===== src/rtl/uart_fb_loader_pkg.sv =====
// Shared constants for the UART framebuffer loader: opcodes, framebuffer
// geometry and the loader's state encoding.
package uart_fb_loader_pkg;

  localparam int FB_DEPTH = 4800;
  localparam int FB_AW    = 13;

  localparam logic [FB_AW-1:0] FB_LAST = FB_AW'(FB_DEPTH - 1);
  localparam logic [FB_AW-1:0] FB_END  = FB_AW'(FB_DEPTH);

  localparam logic [7:0] OP_PIXEL = 8'h01;
  localparam logic [7:0] OP_FILL  = 8'h02;
  localparam logic [7:0] OP_FRAME = 8'h03;

  typedef logic [2:0] state_t;

  localparam state_t ST_IDLE       = 3'd0;
  localparam state_t ST_PIX_X      = 3'd1;
  localparam state_t ST_PIX_Y      = 3'd2;
  localparam state_t ST_PIX_C      = 3'd3;
  localparam state_t ST_FILL_C     = 3'd4;
  localparam state_t ST_FILLING    = 3'd5;
  localparam state_t ST_FRAME_DATA = 3'd6;

endpackage


===== src/rtl/fb_xy_to_addr.sv =====
// Combinational pixel coordinate to linear framebuffer address mapping,
// plus a bounds check against the visible area.
module fb_xy_to_addr
  import uart_fb_loader_pkg::*;
#(
  parameter int H_PIX = 80,
  parameter int V_PIX = 60
) (
  input  logic [6:0]       x,
  input  logic [5:0]       y,
  output logic [FB_AW-1:0] addr,
  output logic             in_range
);

  // y*80 built from two shifts so no multiplier is needed.
  assign addr = ({7'd0, y} << 6) + ({7'd0, y} << 4) + {6'd0, x};

  assign in_range = ({25'd0, x} < H_PIX) && ({26'd0, y} < V_PIX);

endmodule


===== src/rtl/uart_fb_loader_80x60.sv =====
// Byte-stream command decoder driving the 80x60 framebuffer write port.
// Define UART_FB_LOADER_TIMEOUT_EN to abort stalled partial commands.
module uart_fb_loader_80x60
  import uart_fb_loader_pkg::*;
#(
  parameter int H_PIX = 80,
  parameter int V_PIX = 60
`ifdef UART_FB_LOADER_TIMEOUT_EN
  ,
  parameter int TIMEOUT_CYCLES = 5000000
`endif
) (
  input  logic             CLK_50MHz,
  input  logic             RESET,
  input  logic [7:0]       RX_DATA,
  input  logic             RX_VALID,
  output logic             RX_READY,
  output logic             WE,
  output logic [FB_AW-1:0] WA,
  output logic [7:0]       WD,
  output logic             BUSY,
  output logic             DONE,
  output logic             ERR
);

  state_t           state;
  logic [7:0]       x_reg;
  logic [7:0]       y_reg;
  logic [FB_AW-1:0] cnt;
  logic [FB_AW-1:0] pix_addr;
  logic             pix_in_range;
  logic             pix_ok;
  logic             accept;
  logic             timeout_hit;

  fb_xy_to_addr #(
    .H_PIX(H_PIX),
    .V_PIX(V_PIX)
  ) u_xy (
    .x        (x_reg[6:0]),
    .y        (y_reg[5:0]),
    .addr     (pix_addr),
    .in_range (pix_in_range)
  );

  // The sub-module sees truncated coordinates; the dropped high bits must be zero.
  assign pix_ok = pix_in_range && !x_reg[7] && (y_reg[7:6] == 2'b00);

  assign RX_READY = (state != ST_FILLING);
  assign BUSY     = (state != ST_IDLE);
  assign accept   = RX_VALID && RX_READY;

`ifdef UART_FB_LOADER_TIMEOUT_EN
  localparam int TO_W = $clog2(TIMEOUT_CYCLES + 1);

  logic [TO_W-1:0] to_cnt;

  always_ff @(posedge CLK_50MHz) begin
    if (RESET || accept || (state == ST_IDLE) || (state == ST_FILLING)) begin
      to_cnt <= '0;
    end else if (!timeout_hit) begin
      to_cnt <= to_cnt + 1'b1;
    end
  end

  assign timeout_hit = (to_cnt == TO_W'(TIMEOUT_CYCLES));
`else
  assign timeout_hit = 1'b0;
`endif

  always_ff @(posedge CLK_50MHz) begin
    if (RESET) begin
      state <= ST_IDLE;
      x_reg <= '0;
      y_reg <= '0;
      cnt   <= '0;
      WE    <= 1'b0;
      WA    <= '0;
      WD    <= '0;
      DONE  <= 1'b0;
      ERR   <= 1'b0;
    end else begin
      WE   <= 1'b0;
      DONE <= 1'b0;
      ERR  <= 1'b0;
      if (timeout_hit && !accept) begin
        state <= ST_IDLE;
        ERR   <= 1'b1;
      end else begin
        case (state)
          ST_IDLE: begin
            if (accept) begin
              case (RX_DATA)
                OP_PIXEL: state <= ST_PIX_X;
                OP_FILL:  state <= ST_FILL_C;
                OP_FRAME: begin
                  state <= ST_FRAME_DATA;
                  cnt   <= '0;
                end
                default:  ERR <= 1'b1;
              endcase
            end
          end
          ST_PIX_X: begin
            if (accept) begin
              x_reg <= RX_DATA;
              state <= ST_PIX_Y;
            end
          end
          ST_PIX_Y: begin
            if (accept) begin
              y_reg <= RX_DATA;
              state <= ST_PIX_C;
            end
          end
          ST_PIX_C: begin
            if (accept) begin
              state <= ST_IDLE;
              if (pix_ok) begin
                WE   <= 1'b1;
                WA   <= pix_addr;
                WD   <= RX_DATA;
                DONE <= 1'b1;
              end else begin
                ERR <= 1'b1;
              end
            end
          end
          // The first fill write goes out with the colour byte; the counter
          // then covers the rest, and FILLING lingers one more cycle so
          // RX_READY stays low through the final write.
          ST_FILL_C: begin
            if (accept) begin
              WE    <= 1'b1;
              WA    <= '0;
              WD    <= RX_DATA;
              cnt   <= FB_AW'(1);
              state <= ST_FILLING;
            end
          end
          ST_FILLING: begin
            if (cnt == FB_END) begin
              state <= ST_IDLE;
            end else begin
              WE   <= 1'b1;
              WA   <= cnt;
              DONE <= (cnt == FB_LAST);
              cnt  <= cnt + FB_AW'(1);
            end
          end
          ST_FRAME_DATA: begin
            if (accept) begin
              WE <= 1'b1;
              WA <= cnt;
              WD <= RX_DATA;
              if (cnt == FB_LAST) begin
                DONE  <= 1'b1;
                state <= ST_IDLE;
              end else begin
                cnt <= cnt + FB_AW'(1);
              end
            end
          end
          default: state <= ST_IDLE;
        endcase
      end
    end
  end

endmodule


===== config.mk =====
export PLATFORM = sky130hd
export DESIGN_NAME = uart_fb_loader_80x60
export DESIGN_NICKNAME = d
export VERILOG_FILES = /design/src/rtl/uart_fb_loader_pkg.sv /design/src/rtl/fb_xy_to_addr.sv /design/src/rtl/uart_fb_loader_80x60.sv
export SDC_FILE = /design/constraint.sdc
export NUM_CORES = 1
export LEC_CHECK = 0
export CAP_MARGIN = 15
export CORE_AREA = 8 8 87 89
export DETAILED_ROUTE_END_ITERATION = 10
export DIE_AREA = 0 0 95 97
export GPL_ROUTABILITY_DRIVEN = 0
export PLACE_DENSITY = 0.75
export SYNTH_ARGS = -nofsm -noshare
export SYNTH_HDL_FRONTEND = slang
export SYNTH_HIERARCHICAL = 1
export SYNTH_SLANG_ARGS = --single-unit

===== constraint.sdc =====
create_clock -name CLK_50MHz -period 2.6 [get_ports CLK_50MHz]
set_clock_uncertainty 0.2 [all_clocks]
set_input_delay 0.52 -clock CLK_50MHz [delete_from_list [all_inputs] [get_ports CLK_50MHz]]
set_output_delay 0.52 -clock CLK_50MHz [all_outputs]
set_load 0.005 [all_outputs]

==> results_dict.tcl, run 1 <==
set metrics [dict create \
    critical_path.n_buffers_inverters 1 \
    worst_r2r_path_depth 8 \
    timing_worst_slew_pin_value_ps 685.3 \
    seq_pwr_share_pct 53.3 \
    worst_path_max_delay_cell "sky130_fd_sc_hd__or4b_1" \
    grt_pass1_wl_um 13030 \
    power_switching_share_pct 20.96 \
    detailedPlace.worstSlack_ps -347.3 \
    cts.clk_slew.worst_paths_ps 100 \
    critical_path.reg2reg.endpoint "WA[4]" \
    prevailing_post_synth_register_cell "sky130_fd_sc_hd__dfxtp_1" \
    top_level_ports 37 \
    syn_area_mm2 0.003029 \
    worstPathArrival_ps 2550 \
    final-instance-count-excl-fill 492 \
    grt_setup_unrepaired "true" \
    crit_end "WA[4]" \
    postRouteAntennaNets 0 \
    crit-reg2reg-launch "x_reg[6]" \
    fin_total_pwr_mw 1.616 \
    maxSlewViolCount 0 \
    die-width_um 95 \
    power.switching_mw 0.3386 \
    run_status "complete, no violations" \
    die_y_um 97 \
    initial_antenna_violation_count 0 \
    insertion_delay_of_the_later_clocked_pin_in_the_worst_skew_pair_ps 320 \
    global_route.overflow_total 0 \
    worst-path-stages 8 \
    syn_nets 383 \
    grt_util_all_layers_pct 17.16 \
    endpoint_kind "register" \
    drt_first_iter_violations 225 \
    grt_pass1_vias 2714 \
    core_area_mm2 0.006205 \
    p_per_area_mw_per_mm2 414.6 \
    yosys_register_bits 56 \
    via_count 2810 \
    post-route-util_pct 62.82 \
    nFillCells 518 \
    largest_registers "WA: 13 flops, cnt: 13 flops" \
    number_of_cts_inserted_buffers 5 \
    placedCellCount 484 \
    path_delay_family "compound AO/OA/AOI/OAI gates" \
    diodes 0 \
    timing.slew.headroom_pct 54.21 \
    worst_path_largest_cell_delay_ps 540 \
    drcViolationCount 0 \
    cts_tree "done" \
    final-setup-viol-count 0 \
    seq_area_frac_synth_pct 37.01 \
    timing.final.ws_setup_ps 47.53 \
    power_frac_clock_pct 41.6 \
    drt_first_pass_iters 4 \
    power.static_leakage_nw 1.546 \
    crit_path_start "x_reg[6]" \
    timing.critical_path.cells "inv_1 > nor2_1 > a41oi_1 > or4b_1 > o21ai_2 > a21oi_4 > a221oi_1 > nor3_1" \
    place.detailed.hpwl_um 5700 \
    place.port_buffers 36 \
    detail_routed_via_count_per_cell 5.711 \
    peakVddDrop_mv 0.3173 \
    timing.fmax_ghz 0.3918 \
    post_route_clock_period_utilization_pct 98.17 \
    detail_route.wl_per_cell_um 15.67 \
    fin_crit_ps 2552 \
    cts.path.max_buffers 2 \
    worst-setup-path-type "reg -> reg" \
    number_of_enable_flip_flop_cells_after_synthesis 0 \
    fraction_of_final_layout_cells_sized_beyond_drive_strength_1_pct 20.00 \
    timing_hold_violations_final 0 \
    totalWireLength_um 7711 \
    crit_path_start_kind "register" \
    final_nets 441 \
    whs_ps 260.6 \
    core.rowCount 29 \
    cts.sinks 56 \
    syn_area_per_cell_um2 8.485 \
    cts_htree_levels 2 \
    min-delay-path-class "reg -> reg" \
    post_cts_hold_buffer_count 0 \
    die_area_mm2 0.009215 \
    root_buffer "sky130_fd_sc_hd__clkbuf_8" \
    max-cap-violations 0 \
    grt_start_max_net_pins 48 \
    timing.reg2reg.setup_slack_ps 50 \
    crit_path_max_fo 27 \
    synth-async-reset-ratio_pct 0 \
    synth_cell_type_count 59 \
    initial_core_util_pct 48.82 \
    design_internal_power_mw 1.277 \
    worst_ep_required_time_ps 2600 \
    ys_warn_count 6 \
    syn-instance-count 357 \
    pwr-share-comb_pct 5.1 \
    area_growth_syn_to_layout_pct 28.67 \
]
[layout make-up]
| type | instances | area [um^2] | share of cell area [%] |
|---|---|---|---|
| tap | 77 | 96.34 | 2.472 |
| inverter | 9 | 33.78 | 0.8668 |
| timing repair buffer | 77 | 678.2 | 17.40 |
| clock buffer | 5 | 68.82 | 1.766 |
| clock inverter | 2 | 60.06 | 1.541 |
| multi-input combinational | 266 | 1838 | 47.16 |
| sequential | 56 | 1122 | 28.80 |
[worst min path at each step]
stage	from	endpoint	slack [ps]	cells after the start
2_1_floorplan	x_reg[7]	x_reg[7]	230	2
3_3_place_gp	x_reg[0]	x_reg[0]	240	2
6_report	WD[2]	WD[2]	260	2
3_5_place_dp	x_reg[0]	x_reg[0]	250	2
5_1_grt	WD[2]	WD[2]	290	2
4_1_cts	WD[2]	WD[2]	270	2
[worst min-delay path: cells and delay by family, from the launching register on]
family / cells / cell delay [ps]
and+or+nand+nor: 1 / 50
AOI/OAI and AO/OA: 1 / 50
DFF: 1 / 320
[power groups by stage]
stage | clock network, mW | logic, mW | registers [mW]
after floorplan | 0 | 0.0311 | 0.881
after global placement | 0 | 0.0783 | 0.882
after detailed placement | 0 | 0.0785 | 0.882
after CTS | 0.678 | 0.0804 | 0.862
after global routing | 0.710 | 0.0876 | 0.863
final | 0.672 | 0.0818 | 0.862
[cell families after synthesis]
family                   Yosys count  share of synthesized area [%]
AO/OA/AOI/OAI                     86                          19.99
XOR/XNOR                           5                          1.446
adder cells (fa/ha/maj)           15                          6.692
buffers and inverters             35                          5.204
flip-flops                        56                          37.01
multiplexers                      10                          3.305
AND/OR/NAND/NOR                  150                          26.35
[through the flow]
step                area [um^2]  setup TNS, ps
floorplan                  3032              0
global placement           3665          -4723
detailed placement         3665          -5800
CTS                        3832         -9.777
global route               3897         -131.0
finish                     3897              0
[what timing repair did]
item                                   in CTS  in global routing
cloned                                      0                  0
setup endpoints to repair                  17                 23
pin swaps                                   5                 10
setup buffers                               1                  0
resized for setup                           5                 15
endpoints found under the hold margin       0                  0
[synthesized netlist by cell type (2+ instances only)]
| master | number | area [um^2] |
|---|---|---|
| sky130_fd_sc_hd__dfxtp_1 | 56 | 1121 |
| sky130_fd_sc_hd__nand2_1 | 46 | 172.7 |
| sky130_fd_sc_hd__a21oi_1 | 27 | 135.1 |
| sky130_fd_sc_hd__nor2_1 | 21 | 78.83 |
| sky130_fd_sc_hd__clkbuf_1 | 17 | 63.81 |
| sky130_fd_sc_hd__nand3_1 | 16 | 80.08 |
| sky130_fd_sc_hd__nor2b_1 | 16 | 100.1 |
| sky130_fd_sc_hd__nor3_1 | 15 | 75.07 |
| sky130_fd_sc_hd__a221oi_1 | 14 | 122.6 |
| sky130_fd_sc_hd__ha_1 | 13 | 162.7 |
| sky130_fd_sc_hd__mux2i_1 | 10 | 100.1 |
| sky130_fd_sc_hd__inv_1 | 9 | 33.78 |
| sky130_fd_sc_hd__o21ai_0 | 7 | 35.03 |
| sky130_fd_sc_hd__a21o_1 | 5 | 37.54 |
| sky130_fd_sc_hd__a211oi_1 | 4 | 30.03 |
| sky130_fd_sc_hd__buf_4 | 4 | 30.03 |
| sky130_fd_sc_hd__nor4_1 | 4 | 25.02 |
| sky130_fd_sc_hd__o32ai_1 | 4 | 35.03 |
| sky130_fd_sc_hd__or2_2 | 4 | 25.02 |
| sky130_fd_sc_hd__a31o_2 | 3 | 26.28 |
| sky130_fd_sc_hd__buf_2 | 3 | 15.01 |
| sky130_fd_sc_hd__nand2b_1 | 3 | 18.77 |
| sky130_fd_sc_hd__o21a_1 | 3 | 22.52 |
| sky130_fd_sc_hd__o21bai_1 | 3 | 22.52 |
| sky130_fd_sc_hd__or3_1 | 3 | 18.77 |
| sky130_fd_sc_hd__xnor2_1 | 3 | 26.28 |
| sky130_fd_sc_hd__a21oi_2 | 2 | 17.52 |
| sky130_fd_sc_hd__fa_1 | 2 | 40.04 |
| sky130_fd_sc_hd__nand3b_1 | 2 | 15.01 |
| sky130_fd_sc_hd__nand4b_1 | 2 | 17.52 |
| sky130_fd_sc_hd__nor3_2 | 2 | 20.02 |
| sky130_fd_sc_hd__nor3b_1 | 2 | 15.01 |
| sky130_fd_sc_hd__nor4b_1 | 2 | 17.52 |
| sky130_fd_sc_hd__o211ai_1 | 2 | 15.01 |
| sky130_fd_sc_hd__o21ai_2 | 2 | 17.52 |
| sky130_fd_sc_hd__or4_1 | 2 | 15.01 |
| sky130_fd_sc_hd__xor2_1 | 2 | 17.52 |
[layer usage]
metal / part of all wire (%) / global-route usage (%)
met5: 0 / 0
met4: 1.5 / 5.288
met3: 4.6 / 3.168
met2: 49 / 28.00
met1: 44 / 22.08
[cell usage in the layout, fill, tap and decap left out, types with 3 or more instances in the layout]
master and instances:
sky130_fd_sc_hd__a221oi_2 4, sky130_fd_sc_hd__dfxtp_1 55, sky130_fd_sc_hd__nor3_1 15, sky130_fd_sc_hd__dlymetal6s2s_1 4
sky130_fd_sc_hd__a21o_1 5, sky130_fd_sc_hd__inv_1 7, sky130_fd_sc_hd__nor2_1 21, sky130_fd_sc_hd__a21oi_1 27
sky130_fd_sc_hd__mux2i_1 10, sky130_fd_sc_hd__o21a_1 3, sky130_fd_sc_hd__or2_2 4, sky130_fd_sc_hd__clkbuf_8 5
sky130_fd_sc_hd__nor2b_1 16, sky130_fd_sc_hd__nand3_1 16, sky130_fd_sc_hd__a211oi_1 4, sky130_fd_sc_hd__o32ai_1 4
sky130_fd_sc_hd__nand2_1 44, sky130_fd_sc_hd__clkdlybuf4s50_1 32, sky130_fd_sc_hd__nor4_1 3, sky130_fd_sc_hd__buf_4 41
sky130_fd_sc_hd__or3_1 3, sky130_fd_sc_hd__nand2b_1 3, sky130_fd_sc_hd__o21ai_0 7, sky130_fd_sc_hd__ha_1 13
sky130_fd_sc_hd__o21bai_1 3, sky130_fd_sc_hd__a221oi_1 10, sky130_fd_sc_hd__a31o_2 3
No activity file was read; power rests on OpenSTA's default activity.
==> run 2: changes to the inputs <==
--- a/config.mk
+++ b/config.mk
@@ -5,12 +5,14 @@
 export SDC_FILE = /design/constraint.sdc
 export NUM_CORES = 1
 export LEC_CHECK = 0
+export ABC_AREA = 1
 export CAP_MARGIN = 15
-export CORE_AREA = 8 8 87 89
+export CORE_AREA = 8 8 89 91
 export DETAILED_ROUTE_END_ITERATION = 10
-export DIE_AREA = 0 0 95 97
+export DIE_AREA = 0 0 97 99
 export GPL_ROUTABILITY_DRIVEN = 0
 export PLACE_DENSITY = 0.75
+export SKIP_LAST_GASP = 1
 export SYNTH_ARGS = -nofsm -noshare
 export SYNTH_HDL_FRONTEND = slang
 export SYNTH_HIERARCHICAL = 1
==> run 2 against run 1 <==
Fmax increased by 4.6%; final cell count increased by 24%; design area decreased by 3.6%; die area increased by 4.2%; area after synthesis increased by 6.2%; largest cell class unchanged; global-route usage decreased by 0.54 points; hold slack improved by 48 ps; total power increased by 5.7%; via count increased by 14%; highest routed layer unchanged; synthesized cell count increased by 38%.
==> results_dict.tcl, run 2 <==
set metrics [dict create \
    grt_setup_unrepaired "true" \
    syn_area_mm2 0.003217 \
    cts_htree_levels 2 \
    fraction_of_final_layout_cells_sized_beyond_drive_strength_1_pct 7.197 \
    cts.path.max_buffers 2 \
    post-synth-top-area-fraction_pct 34.85 \
    timing_worst_slew_pin_value_ps 476.8 \
    synth_simple_gate_area_share_pct 30.34 \
    initial_antenna_violation_count 0 \
    die_area_mm2 0.009603 \
    cts.sinks 56 \
    number_of_cts_inserted_buffers 5 \
    mostFrequentLayoutCells "sky130_fd_sc_hd__nand2_1, sky130_fd_sc_hd__nor2_1, sky130_fd_sc_hd__o21ai_0" \
    dominant_combinational_cell_family_by_area_after_synthesis "simple AND/OR/NAND/NOR gates" \
    fraction_of_the_mapped_netlist_area_in_adder_cells_pct 6.301 \
    synth-async-reset-ratio_pct 0 \
    fin_crit_ps 2441 \
    final_nets 553 \
    placedCellCount 600 \
    cts_tree "done" \
    place.port_buffers 36 \
    syn_nets 518 \
    postRouteAntennaNets 0 \
    via_count 3198 \
    number_of_enable_flip_flop_cells_after_synthesis 0 \
    timing.slew.headroom_pct 67.97 \
    drt_first_pass_iters 4 \
    crit_path_start_kind "register" \
    prevailing_post_synth_register_cell "sky130_fd_sc_hd__dfxtp_1" \
    grt_pass1_vias 3048 \
    grt_util_all_layers_pct 16.63 \
    synth-compound-area-share_pct 17.62 \
    fin_total_pwr_mw 1.709 \
    syn-instance-count 492 \
    grt_start_max_net_pins 45 \
    post_route_clock_period_utilization_pct 93.89 \
    drcViolationCount 0 \
    synth_cell_type_count 31 \
    drt_first_iter_violations 231 \
    peakVddDrop_mv 0.2716 \
    endpoint_kind "output pin" \
    syn_area_per_cell_um2 6.538 \
    post_synthesis_xor_xnor_area_fraction_pct 1.361 \
    crit_path_max_fo 6 \
    post-synth-top-area-cell "sky130_fd_sc_hd__dfxtp_1" \
    timing.fmax_ghz 0.4097 \
    core_area_mm2 0.006569 \
    initial_core_util_pct 48.97 \
    grt_pass1_wl_um 13630 \
    totalWireLength_um 7954 \
    area_growth_syn_to_layout_pct 16.80 \
    largest_registers "WA: 13 flops, cnt: 13 flops" \
    cts.clk_slew.worst_paths_ps 110 \
    run_status "complete, no violations" \
    worst_ep_required_time_ps 1880 \
    global_route.overflow_total 0 \
    final-instance-count-excl-fill 608 \
    min-delay-path-class "reg -> reg" \
    post-route-util_pct 57.20 \
    worst-setup-path-type "reg -> out" \
    detail_route.wl_per_cell_um 13.08 \
    post_synth_mux_area_share_pct 0 \
    post_cts_hold_buffer_count 0 \
    max-cap-violations 0 \
    post_synth_main_area_contributors "sky130_fd_sc_hd__dfxtp_1, sky130_fd_sc_hd__nand2_1, sky130_fd_sc_hd__o21ai_0, sky130_fd_sc_hd__nor2_1, sky130_fd_sc_hd__a21oi_1" \
    mostFrequentLayoutCell "sky130_fd_sc_hd__nand2_1" \
    top_level_ports 37 \
    diodes 0 \
    final-setup-viol-count 0 \
    die-width_um 97 \
    power.static_leakage_nw 1.636 \
    post_cts.repair.setup_buffers 0 \
    yosys_register_bits 56 \
    core.rowCount 30 \
    die_y_um 99 \
    timing_hold_violations_final 0 \
    worstPathArrival_ps 1720 \
    p_per_area_mw_per_mm2 454.7 \
    most_used_standard_cell_by_instance_count_after_synthesis "sky130_fd_sc_hd__nand2_1" \
    nFillCells 627 \
    insertion_delay_of_the_later_clocked_pin_in_the_worst_skew_pair_ps 320 \
    whs_ps 308.3 \
    detail_routed_via_count_per_cell 5.260 \
    root_buffer "sky130_fd_sc_hd__clkbuf_8" \
    most_instantiated_cells_after_synthesis "sky130_fd_sc_hd__nand2_1, sky130_fd_sc_hd__nor2_1, sky130_fd_sc_hd__o21ai_0" \
    maxSlewViolCount 0 \
    place.detailed.hpwl_um 5971 \
    ys_warn_count 6 \
    seq_area_frac_synth_pct 34.85 \
]
run 2: cell count changes after synthesis, sizes merged, moves of 6 or more:
cell,before,now
a21oi,29,39
clkbuf,17,7
nand2,46,105
nor3,17,6
a221oi,14,0
mux2i,10,0
a21o,6,0
nor2,22,96
nor2b,16,1
inv,9,54
o21ai,10,71
run 2: metrics by stage:
stage,cell area (um^2),setup slack (ps),TNS (ps)
after floorplan,3217,285.9,0
after global placement,3654,210.3,0
after detailed placement,3654,160.9,0
after CTS,3750,97.87,0
after global routing,3757,-13.66,-13.66
final,3757,159.0,0
run 2: final cells by class:
type,count,area [um^2],area share (%)
Clock buffer,5,68.82,1.832
Timing Repair Buffer,46,435.4,11.59
Clock inverter,3,27.53,0.7326
Tap cell,80,100.1,2.664
Inverter,55,207.7,5.528
Sequential cell,56,1124,29.90
Multi-Input combinational cell,363,1794,47.75
run 2: cells by family after synthesis:
group                    count (synthesis)
AO/OA/AOI/OAI                          112
flip-flops                              56
XOR/XNOR                                 5
buffers and inverters                   73
AND/OR/NAND/NOR                        231
adder cells (fa/ha/maj)                 15
run 2: critical path, stage by stage (launching register included):
cell and delay, ps:
sky130_fd_sc_hd__dfxtp_1 400, sky130_fd_sc_hd__nor2_4 180, sky130_fd_sc_hd__inv_2 90, sky130_fd_sc_hd__nor2_1 180, sky130_fd_sc_hd__inv_1 110, sky130_fd_sc_hd__clkdlybuf4s50_1 460
run 2: power breakdown:
part           total (mW)  switching [mW]  internal, mW
clock               0.510           0.311         0.199
combinational       0.277           0.168         0.110
sequential          0.922          0.0318         0.890
total                1.71           0.511          1.20
run 2: repair_timing:
item	4_1_cts	5_1_grt
gates resized for setup	0	3
hold endpoints to repair	0	0
setup endpoints to repair	0	2
run 2: path summary, 6_finish.rpt:
kind                                  to  startpoint  depth (start not counted)  slack, ps
worst max-delay path                BUSY    state[0]                          5        160
worst min-delay path            x_reg[7]    x_reg[7]                          2        310
worst max register to register    WA[11]    y_reg[0]                         14        160
worst min register to register  x_reg[7]    x_reg[7]                          2        310
run 2: metal layers:
layer	track usage, %	up-vias	routed length (um)
met5	0	-	0
met4	5.089	0	129
met3	4.619	13	455
met2	28.65	92	3756
met1	19.46	1449	3612
li1	-	1644	-
